**config.mk**
```make
export PLATFORM = sky130hd
export DESIGN_NAME = ench_limp_timer_ctrl
export DESIGN_NICKNAME = d
export VERILOG_FILES = /design/src/rtl/ench_limp_timer_ctrl.sv
export SDC_FILE = /design/constraint.sdc
export NUM_CORES = 1
export LEC_CHECK = 0
export BUFFER_PORTS_ARGS = -buffer_cell sky130_fd_sc_hd__buf_2
export CORE_MARGIN = 4
export CORE_UTILIZATION = 45
export DETAILED_ROUTE_END_ITERATION = 8
export HOLD_SLACK_MARGIN = 0.15
export PLACE_DENSITY = 0.7
export SLEW_MARGIN = 30
export SYNTH_ARGS = -nofsm -noshare
export SYNTH_HDL_FRONTEND = slang
export SYNTH_SLANG_ARGS = --single-unit
```
**constraint.sdc**
```tcl
create_clock -name clk -period 2.4 [get_ports clk]
set_input_delay 0.36 -clock clk [delete_from_list [all_inputs] [get_ports clk]]
set_output_delay 0.36 -clock clk [all_outputs]
set_load 0.01 [all_outputs]
```
**src/rtl/ench_limp_timer_ctrl.sv**
```systemverilog
// ench_limp_timer_ctrl: tank CLEAN-then-FILL sequencer timed by a two-digit BCD seconds down-counter.
// Optional macro ENCH_LIMP_PAUSE_EN adds a pause input that freezes the count and closes both valves.
module ench_limp_timer_ctrl #(
  parameter int unsigned CLEAN_TENS  = 1,
  parameter int unsigned CLEAN_UNITS = 0,
  parameter int unsigned FILL_TENS   = 3,
  parameter int unsigned FILL_UNITS  = 0
) (
  input  logic       clk,
  input  logic       clear_n,
  input  logic       tick,
`ifdef ENCH_LIMP_PAUSE_EN
  input  logic       pause,
`endif
  input  logic       start,
  input  logic       abort,
  input  logic       level_empty,
  input  logic       level_full,
  output logic       drain_valve,
  output logic       fill_valve,
  output logic       busy,
  output logic       done,
  output logic [3:0] tens,
  output logic [3:0] units,
  output logic [1:0] phase
);

  typedef enum logic [1:0] {
    ST_IDLE  = 2'b00,
    ST_CLEAN = 2'b01,
    ST_FILL  = 2'b10,
    ST_DONE  = 2'b11
  } state_e;

  if (CLEAN_TENS > 3 || CLEAN_UNITS > 9 || FILL_TENS > 3 || FILL_UNITS > 9) begin : g_bad_cfg
    $fatal(1, "ench_limp_timer_ctrl: phase duration digits out of BCD range");
  end

  localparam logic [1:0] LP_CLEAN_TENS  = 2'(CLEAN_TENS);
  localparam logic [3:0] LP_CLEAN_UNITS = 4'(CLEAN_UNITS);
  localparam logic [1:0] LP_FILL_TENS   = 2'(FILL_TENS);
  localparam logic [3:0] LP_FILL_UNITS  = 4'(FILL_UNITS);

  state_e     r_state;
  state_e     w_state_nxt;
  logic [1:0] r_tens;
  logic [1:0] w_tens_nxt;
  logic [3:0] r_units;
  logic [3:0] w_units_nxt;
  logic       r_drain_valve;
  logic       r_fill_valve;
  logic       r_busy;
  logic       r_done;
  logic       w_pause;
  logic       w_cnt_zero;
  logic       w_dec_en;

`ifdef ENCH_LIMP_PAUSE_EN
  assign w_pause = pause;
`else
  assign w_pause = 1'b0;
`endif

  assign w_cnt_zero = (r_tens == 2'd0) && (r_units == 4'd0);
  assign w_dec_en   = tick && !w_pause && !w_cnt_zero;

  // NOTE: every signal assigned here gets a default first, so no path leaves it unassigned and no latch is inferred.
  always_comb begin
    w_state_nxt = r_state;
    w_tens_nxt  = r_tens;
    w_units_nxt = r_units;
    unique case (r_state)
      ST_IDLE: begin
        if (start && !abort) begin
          w_state_nxt = ST_CLEAN;
          w_tens_nxt  = LP_CLEAN_TENS;
          w_units_nxt = LP_CLEAN_UNITS;
        end
      end
      ST_CLEAN, ST_FILL: begin
        if (abort) begin
          w_state_nxt = ST_IDLE;
          w_tens_nxt  = 2'd0;
          w_units_nxt = 4'd0;
        end else if (r_state == ST_CLEAN && (w_cnt_zero || level_empty)) begin
          w_state_nxt = ST_FILL;
          w_tens_nxt  = LP_FILL_TENS;
          w_units_nxt = LP_FILL_UNITS;
        end else if (r_state == ST_FILL && (w_cnt_zero || level_full)) begin
          w_state_nxt = ST_DONE;
          w_tens_nxt  = 2'd0;
          w_units_nxt = 4'd0;
        end else if (w_dec_en) begin
          // BCD borrow: units wrap 0 -> 9 and take one from tens.
          if (r_units == 4'd0) begin
            w_units_nxt = 4'd9;
            w_tens_nxt  = r_tens - 2'd1;
          end else begin
            w_units_nxt = r_units - 4'd1;
          end
        end
      end
      ST_DONE: begin
        w_state_nxt = ST_IDLE;
        w_tens_nxt  = 2'd0;
        w_units_nxt = 4'd0;
      end
      default: w_state_nxt = ST_IDLE;
    endcase
  end

  // NOTE: sequential state uses non-blocking assignments so every flop samples pre-edge values.
  // NOTE: the async clear clears every flop, valves included, without waiting for an edge.
  always_ff @(posedge clk or negedge clear_n) begin
    if (!clear_n) begin
      r_state       <= ST_IDLE;
      r_tens        <= 2'd0;
      r_units       <= 4'd0;
      r_drain_valve <= 1'b0;
      r_fill_valve  <= 1'b0;
      r_busy        <= 1'b0;
      r_done        <= 1'b0;
    end else begin
      r_state       <= w_state_nxt;
      r_tens        <= w_tens_nxt;
      r_units       <= w_units_nxt;
      r_drain_valve <= (w_state_nxt == ST_CLEAN) && !w_pause;
      r_fill_valve  <= (w_state_nxt == ST_FILL) && !w_pause;
      r_busy        <= (w_state_nxt == ST_CLEAN) || (w_state_nxt == ST_FILL);
      r_done        <= (w_state_nxt == ST_DONE);
    end
  end

  assign drain_valve = r_drain_valve;
  assign fill_valve  = r_fill_valve;
  assign busy        = r_busy;
  assign done        = r_done;
  assign tens        = {2'b00, r_tens};
  assign units       = r_units;
  assign phase       = r_state;

endmodule
```
-- Yosys cells after proc, flatten, opt, wreduce, memory -nomap -nowiden
Index checks and enable logic that the tools add are counted.
- bits in registers: 12
- input port bits: 7
- output and inout port bits: 14
- word-level logic and storage cells: 53
- add/sub/neg operators: 2
- equality and inequality tests: 9
- multiplexer cells: 19
- reduce and logical (&&, ||, !) cells: 16
- operator list (cell ; number):
    $mux W4 ; 6
    $mux W2 ; 10
    $pmux W2 S3 ; 2
    $pmux W4 S3 ; 1
    $ne A5 B5 Y1 const B ; 2
    $eq A2 B2 Y1 const B ; 4
    $logic_and A1 B1 Y1 ; 5
    $eq A2 B1 Y1 const B ; 2
    $logic_not A2 Y1 ; 2
    $logic_not A4 Y1 ; 1
    $sub A4 B1 Y4 const B ; 1
    $logic_or A1 B1 Y1 ; 3
    $reduce_and A3 Y1 ; 1
    $logic_not A1 Y1 ; 2
    $ne A2 B2 Y1 const B ; 1
    $reduce_and A2 Y1 ; 1
    $reduce_or A2 Y1 ; 1
    $sub A2 B1 Y2 const B ; 1

-- Logic depth before layout (Yosys ltp)
Gate-level depths: netlist (run 1).
- depth in word-level cells: 10
- depth in mapped cells: 9
- gate-level depth less buffers: 9

-- Least setup slack after synthesis (run 1)
OpenSTA, ideal clock, no wires.
- path kind: register -> register
- from: reg r_units[0] (netlist: units[0])
- to: reg r_units[2] (netlist: units[2])
- library setup time: 0.124 ns
- data arrival time: 1.882 ns
- required time: 2.276 ns
- path slack: 0.394 ns
- stages on the path, launching flop included: 8
- clock period less this slack: 2.006 ns
- cell sequence: dfrtp_1 -> inv_1 -> ha_1 -> or3b_1 -> or3b_1 -> nand4_2 -> nor4_1 -> a211o_1
- cells in the longest elaborated chain, start to end: 8
- ends and longest elaborated chain (element ; line ; RTL):
    start: declaration ; 48 ; logic [3:0] r_units;
    start signal: assignment ; 126 ; r_units <= w_units_nxt;
    branches (longest 8 deep; another with $sub A4 B1 Y4) ; - ;
Parallel ways; which one is timed is not known. The select of a mux whose other input is x is not followed.
A chain may end at the register's enable or synchronous reset.

-- Worst setup path after layout (run 1)
Ends and elaborated chain as after synthesis.

==> summary.md, run 1 <==
| Metric | Value |
|---|---|
| Fillers | `149` |
| Mux cell area share after synthesis | `2.50%` |
| Crit path DAT | `2260 ps` |
| Post-synthesis simple-gate area fraction | `18.3%` |
| Synthesized area | `801 µm²` |
| Worst r2r path cells | `7` |
| I/O Pins | `21` |
| Tot Pwr | `1.17 mW` |
| Reg2reg setup slack | `310 ps` |
| Xor/xnor cell area share of the yosys netlist | `0%` |
| Main combinational cell family by area after synthesis | `simple AND/OR/NAND/NOR gates` |
| Syn Area/Cell | `9.89 µm²` |
| Setup Viol. Count Final | `0` |
| CP cell instances | `inv_1 > ha_1 > or3b_1 > or3b_1 > nand4_2 > nor4_1 > a211o_1` |
| Tot GR Track Use | `15.1%` |
| Via density | `5.20` |
| Setup bufs post-CTS | `0` |
| Leading area contributor after synthesis | `dfrtp_1` |
| Worst hold path stage count | `3` |
| Hold wc startpoint | `tick` |
| Outcome | `completed` |
| DP HPWL | `1330 µm` |
| Hold Fails Final Rpt | `0` |
| FF+latch count, synth | `12` |
| Worst skew pair latency | `280 ps` |
| Vias in the first global route | `657` |
| Total wire length | `1770 µm` |
| Peak VDD IR | `641 µV` |
| Class of the most critical setup path | `reg -> reg` |
| Max-slew violation count | `0` |
| Yosys top cell area share | `37.5%` |
| Unique masters post-synth | `31` |
| Final core occ | `60.6%` |
| CP top delay family | `simple AND/OR/NAND/NOR gates` |
| Die area | `2520 µm²` |
| Drt drc | `0` |
| CP max-delay cell | `dfrtp_1` |
| Initial antenna violation count | `0` |
| Number of buffers and inverters on the critical path | `1` |
| Antenna Cells | `0` |
| CTS Buf Count | `3` |
| Adder-cell area share of the yosys netlist | `17.2%` |
| Crit Reg-Reg Startpoint | `units[0]` |
| Fraction of layout cells with a size suffix above 1 | `26.9%` |
| Starting Density | `50.2%` |
| Max-Cap Viols | `0` |
| Routed Antenna Nets | `0` |
| First-pass GRT wire length | `2860 µm` |
| Final global-route overflow total | `0` |
| CTS tree | `done` |
| Hold Crit Endpoint | `units[0]` |
| Final min period | `2090 ps` |
| TNS Setup | `0 ps` |
| Clock Skews | `5.22 ps` |
| CTS root buf | `clkbuf_4` |
| Power per Cell Area | `1210 nW/µm²` |
| Top cell by count, worst path | `or3b_1` |
| Nature of the critical path startpoint | `register` |
| Largest net degree at the start of global routing | `13` |
| CTS Sinks | `12` |
| Area growth syn-to-layout | `20.6%` |
| H-Tree Depth | `1` |
| Cells after Synth | `81` |
| Achievable Freq | `480 MHz` |
| R2r endpoint | `units[2]` |
| WP data required | `2570 ps` |
| Min-Delay Path Class | `in -> reg` |
| Via Count | `665` |
| Synth Warn # | `0` |
| Leak Pwr | `0.509 nW` |
| Wire length per cell | `13.8 µm` |
| Reg clk slew, reported paths | `80 ps` |
| Nets | `123` |
| Die Ht | `50.2 µm` |
| Drt first-iter violations | `4` |
| Area taken by multi-input logic gates | `454 µm²` |
| Sequential area share after synthesis | `37.5%` |
| Critical path capture point type | `register` |
| Drt first pass iters | `4` |
| FF+latch area | `300 µm²` |
| Crit share post-route | `86.9%` |
| RSZ-0062 raised after global routing | `no` |
| Row count | `14` |
| Synth Area in Compound Gates | `17.8%` |
| CORE AREA | `1590 µm²` |
| CP Max Fanout | `5` |
| GPL Wtd Cong | `0.825` |
| I/O Buffers | `18` |
| Synth area leaders | `dfrtp_1, ha_1, inv_1, o21ai_0, o21a_1` |
| Die outline width | `50.2 µm` |
| Crit-path max cell delay | `410 ps` |
| Clock buffer depth | `2` |
==> Yosys cell counts <==
cell and instances:
a31oi_1 1, buf_4 2, nor2b_1 2, a31o_2 1
o21a_1 3, nand3b_1 1, o22a_1 2, and4bb_2 1
o21ai_0 5, and2_1 2, inv_1 8, or3b_1 2
nor4_1 1, nor2_1 2, nand3_1 4, nor3b_1 1
a21oi_1 3, a22oi_1 1, a211o_1 1, o32ai_1 1
ha_1 11, o21ai_4 1, dfrtp_1 12, nand4_2 1
buf_2 1, conb_1 1, mux2i_1 2, o22ai_1 1
nand2b_1 1, nand2_1 5, nor3_1 1
==> worst register-to-register path, cell delays in order, from the launching register on <==
cell     delay [ps]
dfrtp_1         410
inv_1           130
ha_1            170
or3b_1          390
or3b_1          400
nand4_2         150
nor4_1           70
a211o_1         260
==> sequential cells by signal (all words and copies together), names as in the netlist <==
name	cells
busy	1
done	1
drain_valve	1
fill_valve	1
phase	2
r_tens	2
units	4
==> metrics by stage <==
step | std cells | worst slack, ps | area (µm²) | hold WS, ps
5_1_grt | 128 | 181 | 966 | 448
3_5_place_dp | 123 | 338 | 920 | 253
4_1_cts | 128 | 320 | 966 | 434
6_report | 128 | 315 | 966 | 433
3_3_place_gp | 123 | 364 | 920 | 248
2_1_floorplan | 82 | 394 | 805 | 64.4
==> placed cells by master, fill, tap and decap left out, types with 2 or more instances in the layout <==
cell type,instances
buf_4,2
o22a_1,2
ha_1,11
conb_1,2
buf_2,18
nor2b_1,2
nand2_1,5
o21ai_0,5
clkbuf_4,3
o21a_1,3
nor2_1,2
a21oi_1,3
and2_1,2
inv_1,8
mux2i_1,2
dfrtp_1,12
nand3_1,4
or3b_1,2
==> how the worst max path moves through the flow <==
stage          cells after the start        to  slack [ps]  startpoint
2_1_floorplan                      7  units[2]         390    units[0]
3_3_place_gp                       7  units[2]         360    units[0]
3_5_place_dp                       7  units[2]         340    units[0]
4_1_cts                            7  units[2]         320    units[0]
5_1_grt                            7  units[2]         180    units[0]
6_report                           7  units[2]         310    units[0]
==> cell type report <==
| type | instances | share of cell area [%] |
|---|---|---|
| clock buffer | 4 | 3.76 |
| multi-input combinational | 59 | 47.0 |
| timing repair buffer | 21 | 11.9 |
| tap | 24 | 3.11 |
| inverter | 8 | 3.11 |
| sequential | 12 | 31.1 |
==> kinds of logic (layout without fill, tap and decap cells) <==
group / after synthesis / after routing
simple gates: 24 / 24
compound gates: 20 / 20
flops: 12 / 12
fa+ha+maj: 11 / 11
buf+inv: 11 / 33
mux: 2 / 2
other cells: 1 / 2
==> layer usage <==
metal | track usage [%] | wire length [µm] | vias to the layer above | part of all wire (%)
met5 | 0 | 0 | - | 0
met1 | 20.7 | 872 | 310 | 49
met3 | 3.85 | 102 | 4 | 5.8
met2 | 22.2 | 763 | 19 | 43
li1 | - | - | 332 | -
met4 | 6.91 | 29 | 0 | 1.6
==> report_power, final <==
group / switching, mW / internal, mW / leakage, nW / total [mW]
Sequential: 0.0599 / 0.274 / 0.157 / 0.334
Clock: 0.0759 / 0.0924 / 0.0210 / 0.168
Combinational: 0.380 / 0.287 / 0.331 / 0.668
==> timing repair <==
item                       CTS  global route
resized for setup            0             0
hold endpoints to repair    12             0
hold buffers                 1             0
setup endpoints to repair    0             0
(Power assumes the default switching activity.)
==> run 2: changes to the inputs <==
--- a/config.mk
+++ b/config.mk
@@ -5,12 +5,11 @@
 export SDC_FILE = /design/constraint.sdc
 export NUM_CORES = 1
 export LEC_CHECK = 0
-export BUFFER_PORTS_ARGS = -buffer_cell sky130_fd_sc_hd__buf_2
 export CORE_MARGIN = 4
 export CORE_UTILIZATION = 45
 export DETAILED_ROUTE_END_ITERATION = 8
+export DONT_BUFFER_PORTS = 1
 export HOLD_SLACK_MARGIN = 0.15
-export PLACE_DENSITY = 0.7
 export SLEW_MARGIN = 30
 export SYNTH_ARGS = -nofsm -noshare
 export SYNTH_HDL_FRONTEND = slang
==> run 2 against run 1 <==
  * Cell area down 8.5%
  * Non-clock buffer count fell by 17
  * Critical path depth did not move
  * Routed wire length is 12% lower
  * Clock-buffer cell count is the same
  * Cell count fell by 13%
  * Sequential cell count stayed put
  * Via count down 11%
  * First-iteration DRC count grew 75%
  * Clock skew grew 0.78 ps
  * Largest cell class unchanged
==> summary.md, run 2 (synthesis results as in run 1) <==
| Metric | Value |
|---|---|
| TNS Setup | `0 ps` |
| Final min period | `2200 ps` |
| Internal power | `0.616 mW` |
| CTS Sinks | `12` |
| Outcome | `completed` |
| DP HPWL | `1200 µm` |
| CTS root buf | `clkbuf_4` |
| Row count | `14` |
| Vias in the first global route | `605` |
| Power per Cell Area | `1250 nW/µm²` |
| Final global-route overflow total | `0` |
| I/O Buffers | `0` |
| Max-slew violation count | `0` |
| Achievable Freq | `455 MHz` |
| H-Tree Depth | `1` |
| Layout Cells excl Fill | `111` |
| Tot GR Track Use | `13.8%` |
| Class of the most critical setup path | `reg -> reg` |
| Routed Antenna Nets | `0` |
| CP Max Fanout | `5` |
| CP cell instances | `inv_1 > ha_1 > or3b_1 > or3b_1 > nand4_2 > nor4_1 > a211o_1` |
| CTS Buf Count | `3` |
| First-pass GRT wire length | `2650 µm` |
| Via Count | `589` |
| Via density | `5.31` |
| RSZ-0062 raised after global routing | `no` |
| Total wire length | `1550 µm` |
| Reg clk slew, reported paths | `80 ps` |
| Antenna Cells | `0` |
| Reg2reg setup slack | `200 ps` |
| Crit share post-route | `91.6%` |
| Nets | `106` |
| Drt drc | `0` |
| Most frequent cells in the layout | `dfrtp_1, ha_1, inv_1` |
| Placed cells | `106` |
| Wire length per cell | `14.0 µm` |
| Least-Margin Pin Slew | `554 ps` |
| Clock share of power | `14.4%` |
| Commonest non-fill, non-tap cell in the layout | `dfrtp_1` |
| Top cell by count, worst path | `or3b_1` |
| CTS tree | `done` |
| CP max-delay cell | `dfrtp_1` |
| Max-Cap Viols | `0` |
| Crit-path max cell delay | `440 ps` |
| Fraction of layout cells with a size suffix above 1 | `12.6%` |
| Drt first pass iters | `4` |
| Critical path capture point type | `register` |
| Hold Fails Final Rpt | `0` |
| CORE AREA | `1590 µm²` |
| Max reg flops | `4` |
| WP data required | `2550 ps` |
| Flop pwr share | `32.7%` |
| Initial antenna violation count | `0` |
| Setup Viol. Count Final | `0` |
| Worst skew pair latency | `270 ps` |
| Relative slew margins | `62.9%` |
| Die outline width | `50.2 µm` |
| Peak VDD IR | `643 µV` |
| Largest net degree at the start of global routing | `13` |
| Leak Pwr | `0.431 nW` |
| Area growth syn-to-layout | `10.3%` |
| P_sw | `0.484 mW` |
| Die Ht | `50.2 µm` |
| Crit path DAT | `2350 ps` |
| Switching Share | `44.0%` |
| Die area | `2520 µm²` |
| Power share of the combinational group | `52.9%` |
| Final core occ | `55.4%` |
| Tot Pwr | `1.10 mW` |
| Clock Skews | `5.99 ps` |
| Nature of the critical path startpoint | `register` |
| Drt first-iter violations | `7` |
| GPL Wtd Cong | `0.896` |
| Starting Density | `50.2%` |
| Min-Delay Path Class | `in -> reg` |
| Clock buffer depth | `2` |
| I/O Pins | `21` |
[run 2: changes by cell type in the layout (fill, tap and decap cells not counted)]
cell / previous run / this run
buf_4: 2 / 3
buf_2: 18 / 0
[run 2: path summary, 6_finish.rpt]
path	end	cells past startpoint	startpoint
max	units[2]	7	units[0]
max reg2reg	units[2]	7	units[0]
min	units[0]	2	tick
min reg2reg	r_tens[1]	2	r_tens[1]
min in group asynchronous	units[1]	1	clear_n
max in group asynchronous	busy	1	clear_n
[run 2: power groups by stage]
stage | clock network (mW) | logic [mW] | registers (mW)
final | 0.159 | 0.581 | 0.360
after CTS | 0.166 | 0.584 | 0.363
after floorplan | 0 | 0.445 | 0.361
after detailed placement | 0 | 0.572 | 0.365
after global routing | 0.179 | 0.667 | 0.373
after global placement | 0 | 0.573 | 0.365
[run 2: cell type report]
class / instances / area [µm²]
Fill cell: 142 / 711
Timing Repair Buffer: 4 / 32.5
Multi-Input combinational cell: 59 / 454
Clock buffer: 4 / 36.3
Inverter: 8 / 30.0
Sequential cell: 12 / 300
Tap cell: 24 / 30.0
[run 2: through the flow]
stage	instance area [µm²]	worst slack (ps)	hold slack, ps
after floorplan	805	394	64.4
after detailed placement	837	241	64.7
after CTS	883	209	306
after global placement	837	321	64.7
after global routing	883	135	306
final	883	201	310
[run 2: timing repair]
item	in CTS	in global routing
resized for setup	0	0
hold endpoints to repair	12	0
hold buffers	1	0
buffers inserted	0	0
[run 2: per-layer routing]
layer	track usage (%)	up-vias	wire, µm
li1	-	299	-
met1	16.5	274	691
met2	22.8	14	768
met3	5.62	2	82
met4	3.69	0	7
met5	0	-	0
[run 2: critical path: cells and delay by family (launching register included)]
family | cells | cell delay (ps)
adders and majority gates | 1 | 170
DFF | 1 | 440
and+or+nand+nor | 4 | 1040
AOI/OAI and AO/OA | 1 | 280
buffers and inverters | 1 | 150
